### src/rtl/pipeline_pkg.sv
// Shared types and widths for the pipeline hazard/stall controller.
package pipeline_pkg;
  typedef enum logic [1:0] {RUN, MEM_WAIT, ERROR} ctrl_state_t;
  localparam int REG_ADDR_W  = 5;
  localparam int STALL_CNT_W = 16;
endpackage

### src/rtl/pipeline_ctrl_if.sv
// Datapath <-> controller signals; master is the pipeline datapath, slave the controller.
interface pipeline_ctrl_if import pipeline_pkg::*; #(
  parameter int ADDR_WIDTH = REG_ADDR_W
) ();
  logic [ADDR_WIDTH-1:0]  ifid_rs1_i;
  logic [ADDR_WIDTH-1:0]  ifid_rs2_i;
  logic                   idex_memread_i;
  logic [ADDR_WIDTH-1:0]  idex_rd_i;
  logic                   exmem_branch_i;
  logic                   exmem_jump_i;
  logic                   exmem_comparison_i;
  logic                   exmem_memread_i;
  logic                   exmem_memwrite_i;
  logic                   dmem_ack_i;
  logic                   pc_en_o;
  logic                   ifid_en_o;
  logic                   idex_en_o;
  logic                   exmem_en_o;
  logic                   ifid_flush_o;
  logic                   idex_flush_o;
  logic                   exmem_flush_o;
  logic                   memwb_bubble_o;
  logic                   pc_sel_o;
  logic                   dmem_req_o;
  logic                   err_o;
  logic [STALL_CNT_W-1:0] stall_cnt_o;

  modport master (
    output ifid_rs1_i, ifid_rs2_i, idex_memread_i, idex_rd_i, exmem_branch_i,
           exmem_jump_i, exmem_comparison_i, exmem_memread_i, exmem_memwrite_i, dmem_ack_i,
    input  pc_en_o, ifid_en_o, idex_en_o, exmem_en_o, ifid_flush_o, idex_flush_o,
           exmem_flush_o, memwb_bubble_o, pc_sel_o, dmem_req_o, err_o, stall_cnt_o
  );

  modport slave (
    input  ifid_rs1_i, ifid_rs2_i, idex_memread_i, idex_rd_i, exmem_branch_i,
           exmem_jump_i, exmem_comparison_i, exmem_memread_i, exmem_memwrite_i, dmem_ack_i,
    output pc_en_o, ifid_en_o, idex_en_o, exmem_en_o, ifid_flush_o, idex_flush_o,
           exmem_flush_o, memwb_bubble_o, pc_sel_o, dmem_req_o, err_o, stall_cnt_o
  );
endinterface

### src/rtl/pipeline_ctrl_hazard_detect.sv
// Load-use hazard: a load in EX writes a nonzero register that the instruction in ID reads.
module hazard_detect #(
  parameter int ADDR_WIDTH = 5
) (
  input  logic                  memread_i,
  input  logic [ADDR_WIDTH-1:0] rd_i,
  input  logic [ADDR_WIDTH-1:0] rs1_i,
  input  logic [ADDR_WIDTH-1:0] rs2_i,
  output logic                  load_use_o
);
  assign load_use_o = memread_i && (rd_i != '0) && ((rd_i == rs1_i) || (rd_i == rs2_i));
endmodule

### src/rtl/pipeline_ctrl.sv
// Pipeline controller: memory-wait stalls with timeout, branch/jump redirect, load-use stall,
// and a saturating stalled-cycle counter.
module pipeline_ctrl import pipeline_pkg::*; #(
  parameter int ADDR_WIDTH = REG_ADDR_W,
  parameter int TIMEOUT    = 255
) (
  input  logic             clk,
  input  logic             rst,
  pipeline_ctrl_if.slave   bus
);
  localparam int WAIT_W = (TIMEOUT < 2) ? 1 : $clog2(TIMEOUT);
  localparam logic [WAIT_W-1:0]      WAIT_LAST = WAIT_W'(TIMEOUT - 1);
  localparam logic [WAIT_W-1:0]      WAIT_ONE  = 1;
  localparam logic [STALL_CNT_W-1:0] CNT_ONE   = 1;

  ctrl_state_t            state_q, state_d;
  logic [WAIT_W-1:0]      wait_q, wait_d;
  logic [STALL_CNT_W-1:0] stall_cnt_q, stall_cnt_d;

  logic load_use, mem_access, mem_stall, redirect;
  logic pc_en, ifid_en, idex_en, exmem_en;
  logic ifid_flush, idex_flush, exmem_flush, bubble, pc_sel, dmem_req;

  hazard_detect #(.ADDR_WIDTH(ADDR_WIDTH)) u_hazard (
    .memread_i  (bus.idex_memread_i),
    .rd_i       (bus.idex_rd_i),
    .rs1_i      (bus.ifid_rs1_i),
    .rs2_i      (bus.ifid_rs2_i),
    .load_use_o (load_use)
  );

  assign mem_access = bus.exmem_memread_i | bus.exmem_memwrite_i;
  assign mem_stall  = mem_access & ~bus.dmem_ack_i & (state_q != ERROR);
  assign redirect   = bus.exmem_jump_i | (bus.exmem_branch_i & bus.exmem_comparison_i);

  always_ff @(posedge clk or posedge rst) begin
    if (rst) begin
      state_q     <= RUN;
      wait_q      <= '0;
      stall_cnt_q <= '0;
    end else begin
      state_q     <= state_d;
      wait_q      <= wait_d;
      stall_cnt_q <= stall_cnt_d;
    end
  end

  always_comb begin
    state_d = state_q;
    wait_d  = wait_q;
    case (state_q)
      RUN: begin
        if (mem_stall) begin
          state_d = MEM_WAIT;
          wait_d  = '0;
        end
      end
      MEM_WAIT: begin
        if (bus.dmem_ack_i) state_d = RUN;
        else if (wait_q == WAIT_LAST) state_d = ERROR;
        else wait_d = wait_q + WAIT_ONE;
      end
      ERROR:   state_d = ERROR;
      default: state_d = RUN;
    endcase
  end

  // Output priority: reset > error > memory stall > redirect > load-use > normal.
  always_comb begin
    pc_en       = 1'b1;
    ifid_en     = 1'b1;
    idex_en     = 1'b1;
    exmem_en    = 1'b1;
    ifid_flush  = 1'b0;
    idex_flush  = 1'b0;
    exmem_flush = 1'b0;
    bubble      = 1'b0;
    pc_sel      = 1'b0;
    dmem_req    = mem_access;
    if (rst) begin
      {pc_en, ifid_en, idex_en, exmem_en} = 4'b0000;
      dmem_req = 1'b0;
    end else if (state_q == ERROR) begin
      {pc_en, ifid_en, idex_en, exmem_en} = 4'b0000;
      bubble   = 1'b1;
      dmem_req = 1'b0;
    end else if (mem_stall) begin
      {pc_en, ifid_en, idex_en, exmem_en} = 4'b0000;
      bubble = 1'b1;
    end else if (redirect) begin
      pc_sel      = 1'b1;
      ifid_flush  = 1'b1;
      idex_flush  = 1'b1;
      exmem_flush = 1'b1;
    end else if (load_use) begin
      pc_en      = 1'b0;
      ifid_en    = 1'b0;
      idex_flush = 1'b1;
    end
  end

  always_comb begin
    stall_cnt_d = stall_cnt_q;
    if (!pc_en && (stall_cnt_q != '1)) stall_cnt_d = stall_cnt_q + CNT_ONE;
  end

  assign bus.pc_en_o        = pc_en;
  assign bus.ifid_en_o      = ifid_en;
  assign bus.idex_en_o      = idex_en;
  assign bus.exmem_en_o     = exmem_en;
  assign bus.ifid_flush_o   = ifid_flush;
  assign bus.idex_flush_o   = idex_flush;
  assign bus.exmem_flush_o  = exmem_flush;
  assign bus.memwb_bubble_o = bubble;
  assign bus.pc_sel_o       = pc_sel;
  assign bus.dmem_req_o     = dmem_req;
  assign bus.err_o          = (state_q == ERROR);
  assign bus.stall_cnt_o    = stall_cnt_q;
endmodule

### src/flat_wrapper.sv
// flat-port wrapper written by rule: the top's interface ports become plain ports
module pipeline_ctrl_flat import pipeline_pkg::*;
#(
  parameter int ADDR_WIDTH = REG_ADDR_W,
  parameter int TIMEOUT    = 255
)
  (clk, rst, bus_ifid_rs1_i, bus_ifid_rs2_i, bus_idex_memread_i, bus_idex_rd_i, bus_exmem_branch_i, bus_exmem_jump_i, bus_exmem_comparison_i, bus_exmem_memread_i, bus_exmem_memwrite_i, bus_dmem_ack_i, bus_pc_en_o, bus_ifid_en_o, bus_idex_en_o, bus_exmem_en_o, bus_ifid_flush_o, bus_idex_flush_o, bus_exmem_flush_o, bus_memwb_bubble_o, bus_pc_sel_o, bus_dmem_req_o, bus_err_o, bus_stall_cnt_o);
  pipeline_ctrl_if #(.ADDR_WIDTH(ADDR_WIDTH)) bus_i ();
  input  logic clk;
  input  logic rst;
  input wire logic [$bits(bus_i.ifid_rs1_i)-1:0] bus_ifid_rs1_i;
  input wire logic [$bits(bus_i.ifid_rs2_i)-1:0] bus_ifid_rs2_i;
  input wire logic [$bits(bus_i.idex_memread_i)-1:0] bus_idex_memread_i;
  input wire logic [$bits(bus_i.idex_rd_i)-1:0] bus_idex_rd_i;
  input wire logic [$bits(bus_i.exmem_branch_i)-1:0] bus_exmem_branch_i;
  input wire logic [$bits(bus_i.exmem_jump_i)-1:0] bus_exmem_jump_i;
  input wire logic [$bits(bus_i.exmem_comparison_i)-1:0] bus_exmem_comparison_i;
  input wire logic [$bits(bus_i.exmem_memread_i)-1:0] bus_exmem_memread_i;
  input wire logic [$bits(bus_i.exmem_memwrite_i)-1:0] bus_exmem_memwrite_i;
  input wire logic [$bits(bus_i.dmem_ack_i)-1:0] bus_dmem_ack_i;
  output wire logic [$bits(bus_i.pc_en_o)-1:0] bus_pc_en_o;
  output wire logic [$bits(bus_i.ifid_en_o)-1:0] bus_ifid_en_o;
  output wire logic [$bits(bus_i.idex_en_o)-1:0] bus_idex_en_o;
  output wire logic [$bits(bus_i.exmem_en_o)-1:0] bus_exmem_en_o;
  output wire logic [$bits(bus_i.ifid_flush_o)-1:0] bus_ifid_flush_o;
  output wire logic [$bits(bus_i.idex_flush_o)-1:0] bus_idex_flush_o;
  output wire logic [$bits(bus_i.exmem_flush_o)-1:0] bus_exmem_flush_o;
  output wire logic [$bits(bus_i.memwb_bubble_o)-1:0] bus_memwb_bubble_o;
  output wire logic [$bits(bus_i.pc_sel_o)-1:0] bus_pc_sel_o;
  output wire logic [$bits(bus_i.dmem_req_o)-1:0] bus_dmem_req_o;
  output wire logic [$bits(bus_i.err_o)-1:0] bus_err_o;
  output wire logic [$bits(bus_i.stall_cnt_o)-1:0] bus_stall_cnt_o;
  assign bus_i.ifid_rs1_i = bus_ifid_rs1_i;
  assign bus_i.ifid_rs2_i = bus_ifid_rs2_i;
  assign bus_i.idex_memread_i = bus_idex_memread_i;
  assign bus_i.idex_rd_i = bus_idex_rd_i;
  assign bus_i.exmem_branch_i = bus_exmem_branch_i;
  assign bus_i.exmem_jump_i = bus_exmem_jump_i;
  assign bus_i.exmem_comparison_i = bus_exmem_comparison_i;
  assign bus_i.exmem_memread_i = bus_exmem_memread_i;
  assign bus_i.exmem_memwrite_i = bus_exmem_memwrite_i;
  assign bus_i.dmem_ack_i = bus_dmem_ack_i;
  assign bus_pc_en_o = bus_i.pc_en_o;
  assign bus_ifid_en_o = bus_i.ifid_en_o;
  assign bus_idex_en_o = bus_i.idex_en_o;
  assign bus_exmem_en_o = bus_i.exmem_en_o;
  assign bus_ifid_flush_o = bus_i.ifid_flush_o;
  assign bus_idex_flush_o = bus_i.idex_flush_o;
  assign bus_exmem_flush_o = bus_i.exmem_flush_o;
  assign bus_memwb_bubble_o = bus_i.memwb_bubble_o;
  assign bus_pc_sel_o = bus_i.pc_sel_o;
  assign bus_dmem_req_o = bus_i.dmem_req_o;
  assign bus_err_o = bus_i.err_o;
  assign bus_stall_cnt_o = bus_i.stall_cnt_o;
  pipeline_ctrl #(.ADDR_WIDTH(ADDR_WIDTH), .TIMEOUT(TIMEOUT)) u_core (.clk(clk), .rst(rst), .bus(bus_i));
endmodule
### config.mk
export PLATFORM = sky130hd
export DESIGN_NAME = pipeline_ctrl_flat
export DESIGN_NICKNAME = d
export VERILOG_FILES = /design/src/rtl/pipeline_pkg.sv /design/src/rtl/pipeline_ctrl_if.sv /design/src/rtl/pipeline_ctrl_hazard_detect.sv /design/src/rtl/pipeline_ctrl.sv /design/src/flat_wrapper.sv
export SDC_FILE = /design/constraint.sdc
export NUM_CORES = 1
export LEC_CHECK = 0
export ABC_CLOCK_PERIOD_IN_PS = 2700
export CAP_MARGIN = 20
export CORE_ASPECT_RATIO = 0.6
export CORE_MARGIN = 2
export CORE_UTILIZATION = 23
export DETAILED_ROUTE_END_ITERATION = 8
export HOLD_SLACK_MARGIN = 0.08
export PLACE_DENSITY_LB_ADDON = 0.12
export REMOVE_ABC_BUFFERS = 1
export SLEW_MARGIN = 20
export SYNTH_ARGS = -nofsm -noshare
export SYNTH_HDL_FRONTEND = slang
export SYNTH_HIERARCHICAL = 1
export SYNTH_SLANG_ARGS = --single-unit
### constraint.sdc
create_clock -name clk -period 2.7 [get_ports clk]
set_clock_uncertainty 0.15 [all_clocks]
set_input_delay 0.54 -clock clk [delete_from_list [all_inputs] [get_ports clk]]
set_output_delay 0.54 -clock clk [all_outputs]
set_load 0.05 [all_outputs]
* After elaboration in Yosys (flattened, before gate mapping)
Cells that the tools add are included.
Cells by class: eq/ne operators 11, bitwise operators 6, reductions and logical operators 10, add/sub/neg operators 2, multiplexer cells 30
Operators with widths (number):
- 8-bit 2-to-1 mux | 3
- 1-bit 2-to-1 mux | 22
- 16-bit by 1-bit adder with 16-bit output (second input constant) | 1
- 16-bit inequality test (second input constant) | 1
- 8-bit one-hot mux with 2 select lines | 1
- 5-bit equality test | 2
- 8-bit by 1-bit adder with 8-bit output (second input constant) | 1
- 8-bit equality test (second input constant) | 1
- 2-bit 2-to-1 mux | 3
- 2-bit inequality test (second input constant) | 3
- 2-bit one-hot mux with 3 select lines | 1
- 5-bit nonzero test | 1
- 4-bit AND reduction | 1
- 1-bit AND | 3
- 1-bit logical AND | 3
- 3-bit by 2-bit inequality test with 1-bit output (second input constant) | 1
- 2-bit by 1-bit equality test with 1-bit output (second input constant) | 1
- 2-bit equality test (second input constant) | 1
- 2-bit logical NOT | 1
- 2-bit by 1-bit inequality test with 1-bit output (second input constant) | 1
- 1-bit bitwise OR | 2
- 2-bit AND reduction | 1
- 2-bit nonzero test | 1
- 1-bit logical NOT | 1
- 2 further kinds | 2
Word-level totals: word-level logic and storage cells 62, flip-flop bits (word level) 26, bits of input ports 24, output and inout bits 27

* Longest topological paths before layout
depth in word-level cells 10, mapped depth 8, gate-level depth less buffers 7

* Cells and area by module
The synthesis kept the hierarchy.
By module, submodules not included:
- pipeline_ctrl | times used 1, area an instance 1579.0 um^2, cells an instance 150, seq. area each 650.6 um^2
- hazard_detect | times used 1, area an instance 125.1 um^2, cells an instance 17, seq. area each 0.0 um^2

* Worst setup path before layout
No wires, ideal clock.
path kind input to output, start point in bus_exmem_memwrite_i, end point out bus_idex_flush_o, path buffers 0, stages 3, data arrival time 3.185 ns, setup slack -1.175 ns, required time 2.010 ns, cell sequence o21ba_4 -> nor3_1 -> a21boi_0
Between the ends: cells in the longest elaborated chain, start to end 6
Ends and longest elaborated chain:
- start, declared | RTL line flat_wrapper.sv:19 | input wire logic [$bits(bus_i.exmem_memwrite_i)-1:0] bus_exmem_memwrite_i;
- 1-bit bitwise OR | RTL line pipeline_ctrl.sv:32 | assign mem_access = bus.exmem_memread_i | bus.exmem_memwrite_i;
- 1-bit AND (2 in a row) | RTL line pipeline_ctrl.sv:33 | assign mem_stall = mem_access & ~bus.dmem_ack_i & (state_q != ERROR);
- 1-bit 2-to-1 mux | RTL line pipeline_ctrl.sv:87 | end else if (mem_stall) begin
- 1-bit 2-to-1 mux | RTL line pipeline_ctrl.sv:83 | end else if (state_q == ERROR) begin
- 1-bit 2-to-1 mux | RTL line pipeline_ctrl.sv:80 | if (rst) begin
- end, declared | RTL line flat_wrapper.sv:26 | output wire logic [$bits(bus_i.idex_flush_o)-1:0] bus_idex_flush_o;
No other way between the ends.

* Worst setup path in the final report
start point in bus_idex_rd_i[4], end point out bus_pc_en_o
Between the ends: cells in the longest elaborated chain, start to end 8, elaborated cells on any way between the ends 11, classes of those cells eq/ne (2); mux (5); reduce/logical (4)
Ends and longest elaborated chain:
- start, declared | RTL line flat_wrapper.sv:14 | input wire logic [$bits(bus_i.idex_rd_i)-1:0] bus_idex_rd_i;
- 5-bit equality test / 5-bit nonzero test (equally long branches) | RTL line pipeline_ctrl_hazard_detect.sv:11 | assign load_use_o = memread_i && (rd_i != '0) && ((rd_i == rs1_i) || (rd_i == rs2_i));
- 1-bit logical OR / 1-bit logical AND (equally long branches) | RTL line pipeline_ctrl_hazard_detect.sv:11
- 1-bit logical AND (*) | RTL line pipeline_ctrl_hazard_detect.sv:11
- net u_core.load_use | RTL line pipeline_ctrl.sv:20 | logic load_use, mem_access, mem_stall, redirect;
- 1-bit 2-to-1 mux (*) | RTL line pipeline_ctrl.sv:95 | end else if (load_use) begin
- 1-bit 2-to-1 mux (*) | RTL line pipeline_ctrl.sv:90 | end else if (redirect) begin
- 1-bit 2-to-1 mux (*) | RTL line pipeline_ctrl.sv:87
- 1-bit 2-to-1 mux (*) | RTL line pipeline_ctrl.sv:83
- 1-bit 2-to-1 mux (*) | RTL line pipeline_ctrl.sv:80
- end, declared | RTL line flat_wrapper.sv:21 | output wire logic [$bits(bus_i.pc_en_o)-1:0] bus_pc_en_o;
Mark *: on every way through the listed nets, which the timed path passes. The rest lies on a longest branch.

==> run metrics <==
die area=8140 µm²; Synth Flop Type=dfrtp_1; synthesis-to-layout area growth=54.0%; VDD IR max=0.000438 V; GP Congestion=0.743; Avg WL per Cell=14.0 µm; Syn Area/Cell=10.2 µm²; GR Util met1=0.200; TritonCTS Sinks=26; number of flops mapped to enable cells by yosys=0; status=finished, violations left; RR Startpoint=u_core/state_q[0]$_DFFE_PP0P_; die extent in x=115 µm; fin util=0.364; share of layout cells above drive strength 1=0.264; Root Buffer=clkbuf_16; first-pass GRT wire length=7330 µm; Reg power frac=0.313; die height=70.7 µm; Least-Margin Pin Slew=0.505 ns; Via density=4.71; worst hold path type=reg2reg; drt first pass iters=4; share of synthesized registers carrying an async set or reset=1.00; Post-DP Area=2500 µm²; most common cell after layout, fill and taps aside=clkdlybuf4s50_1; GRT Overall Usage=0.112; kind of end point of the critical path=output pin; Setup crit start kind=input pin; met2 Usage GRT=0.132; Final period util=1.01; Clock transition at path regs=0.06 ns; grt peak-use layer=met1; met3 Use GR=0.0240; CORE AREA=7210 µm²; CTS max path bufs=2; Worst Hold End=u_core/bus.stall_cnt_o[15]$_DFFE_PP0P_; Worst Hold Depth=1; Crit Reg-Reg Endpoint=u_core/bus.stall_cnt_o[8]$_DFFE_PP0P_; Cell variety after synth=43; HPWL after DPL=3500 µm; dominant cell type by area after synthesis=dfrtp_1; synthesized area=1700 µm²; total grt overflow=0; nets=259; most frequent cells in the layout=clkdlybuf4s50_1 (28), dfrtp_1 (26), xor2_1 (21), buf_4 (18), nand3_1 (12); Hold WS=0.344 ns; crit path max fanout=3; pwr/cell area=761 nW/µm²; Leakage=1.04 nW; vias=1518; CTS tree=built; Worst Path Arrival=2.02 ns; Routed WL=4510 µm; combinational power share=0.472; max cap viols=0; # hold bufs at CTS=0; largest net degree at the start of global routing=27; pins over their slew limit=0; Placed Cells=317; # DRC=0; Period minus WS final=2.71 ns; hold path start=u_core/bus.stall_cnt_o[15]$_DFFE_PP0P_; Worst slew margin=0.662; number of global-route vias before repair=1379; final setup fails=2; synth top area cells=dfrtp_1 (38%), xor2_1 (11%), nor4_1 (4.0%); Antenna Cells=0; Seq cells post-synth=26; Seq/Total Area, Yosys=0.382; failing checks=setup timing; RSZ-0062 raised after global routing=true; initial drt markers=89; Req. time, crit path=2.01 ns; setup TNS=-0.0279 ns; critical path type=in2out; Design Area, Final=2630 µm²; clock share of power=0.215; I/O pin cnt=51; final setup margin=-0.0140 ns; Initial Utilization=0.236; cell count after synthesis=167; sw frac=0.426; initial antenna violation count=0; Switch Pwr=0.850 mW; dpl ws=-0.402 ns; Final Hold Fails=0; clock latency on the worst-skew pair=0.26 ns; H-tree levels=1; Yosys top cell area share=0.382; CTS buffer count=3; yosys warns=6; fmax=368 MHz; R2R depth=8; Antenna Nets Post-Route=0; site row count=24; reg-to-reg setup timing slack=0.56 ns; I/O Buffers=50; final non-filler cell total=322; P_int=1.15 mW; final total power=2.00 mW
synthesized netlist by cell type, drive strengths merged, types with 2 or more instances:
cell,n
dfrtp,26
xnor2,4
a21oi,7
nor3,12
o21ai,2
nor4,12
nand3,12
ha,3
and4,3
inv,4
nand2,9
o41ai,2
nand4,8
nor2,7
xor2,21
nand2b,2
nor4b,2
buf,8
or4,7
o31ai,4
flip-flops by register name (all words and copies together) (netlist names):
name	cells
u_core/bus.stall_cnt_o	16
u_core/state_q	2
u_core/wait_q	8
repair_timing:
| item | in CTS | in global routing |
|---|---|---|
| pin swaps | 11 | 5 |
| resized for setup | 28 | 5 |
| cloned | 0 | 0 |
| buffers inserted | 1 | 0 |
| setup endpoints to repair | 11 | 9 |
worst max-delay path: stages:
cell and delay (ns):
buf_6 0.09, or4_4 0.52, o21ai_2 0.17, a21oi_2 0.07, a2111oi_4 0.34, buf_12 0.16
buf_12 0.12
power by group through the flow:
stage / combinational (mW) / clock, mW / sequential (mW)
6_report: 0.944 / 0.430 / 0.625
5_1_grt: 0.999 / 0.471 / 0.644
4_1_cts: 0.944 / 0.445 / 0.625
3_5_place_dp: 0.942 / 0 / 0.630
3_3_place_gp: 0.944 / 0 / 0.634
2_1_floorplan: 0.276 / 0 / 0.914
final cells by class:
type / instances / area, µm²
Clock inverter: 1 / 30.0
Tap cell: 91 / 114
Multi-Input combinational cell: 129 / 1020
Inverter: 4 / 15.0
Sequential cell: 26 / 651
Timing Repair Buffer: 68 / 723
Clock buffer: 3 / 75.1
Fill cell: 731 / 4580
routing by layer:
layer / routed length, µm / part of all wire
met5: 0 / 0
met2: 1520 / 0.34
met1: 2700 / 0.60
met4: 21 / 0.0047
met3: 268 / 0.059
how the worst max path moves through the flow:
stage / slack (ns) / to / depth (start not counted) / start
after floorplan: -3.07 / bus_exmem_flush_o / 2 / u_core/state_q[1]$_DFFE_PP0P_
after global placement: -0.42 / bus_pc_en_o / 7 / bus_idex_rd_i[1]
after detailed placement: -0.40 / bus_pc_en_o / 7 / bus_idex_rd_i[1]
after CTS: -0.08 / bus_pc_en_o / 7 / bus_idex_rd_i[4]
after global routing: -0.08 / bus_ifid_en_o / 7 / bus_idex_rd_i[4]
final: -0.01 / bus_pc_en_o / 7 / bus_idex_rd_i[4]
cell families after synthesis:
kind of cell               after synthesis  share of synthesized area
buffers and inverters                   12                     0.0433
and+or+nand+nor                         79                      0.309
DFF                                     26                      0.382
muxes                                    2                     0.0147
xor gates and xnor gates                25                      0.128
adders and majority gates                3                     0.0220
AOI/OAI and AO/OA                       20                      0.101
No activity file was read; power rests on OpenSTA's default activity.
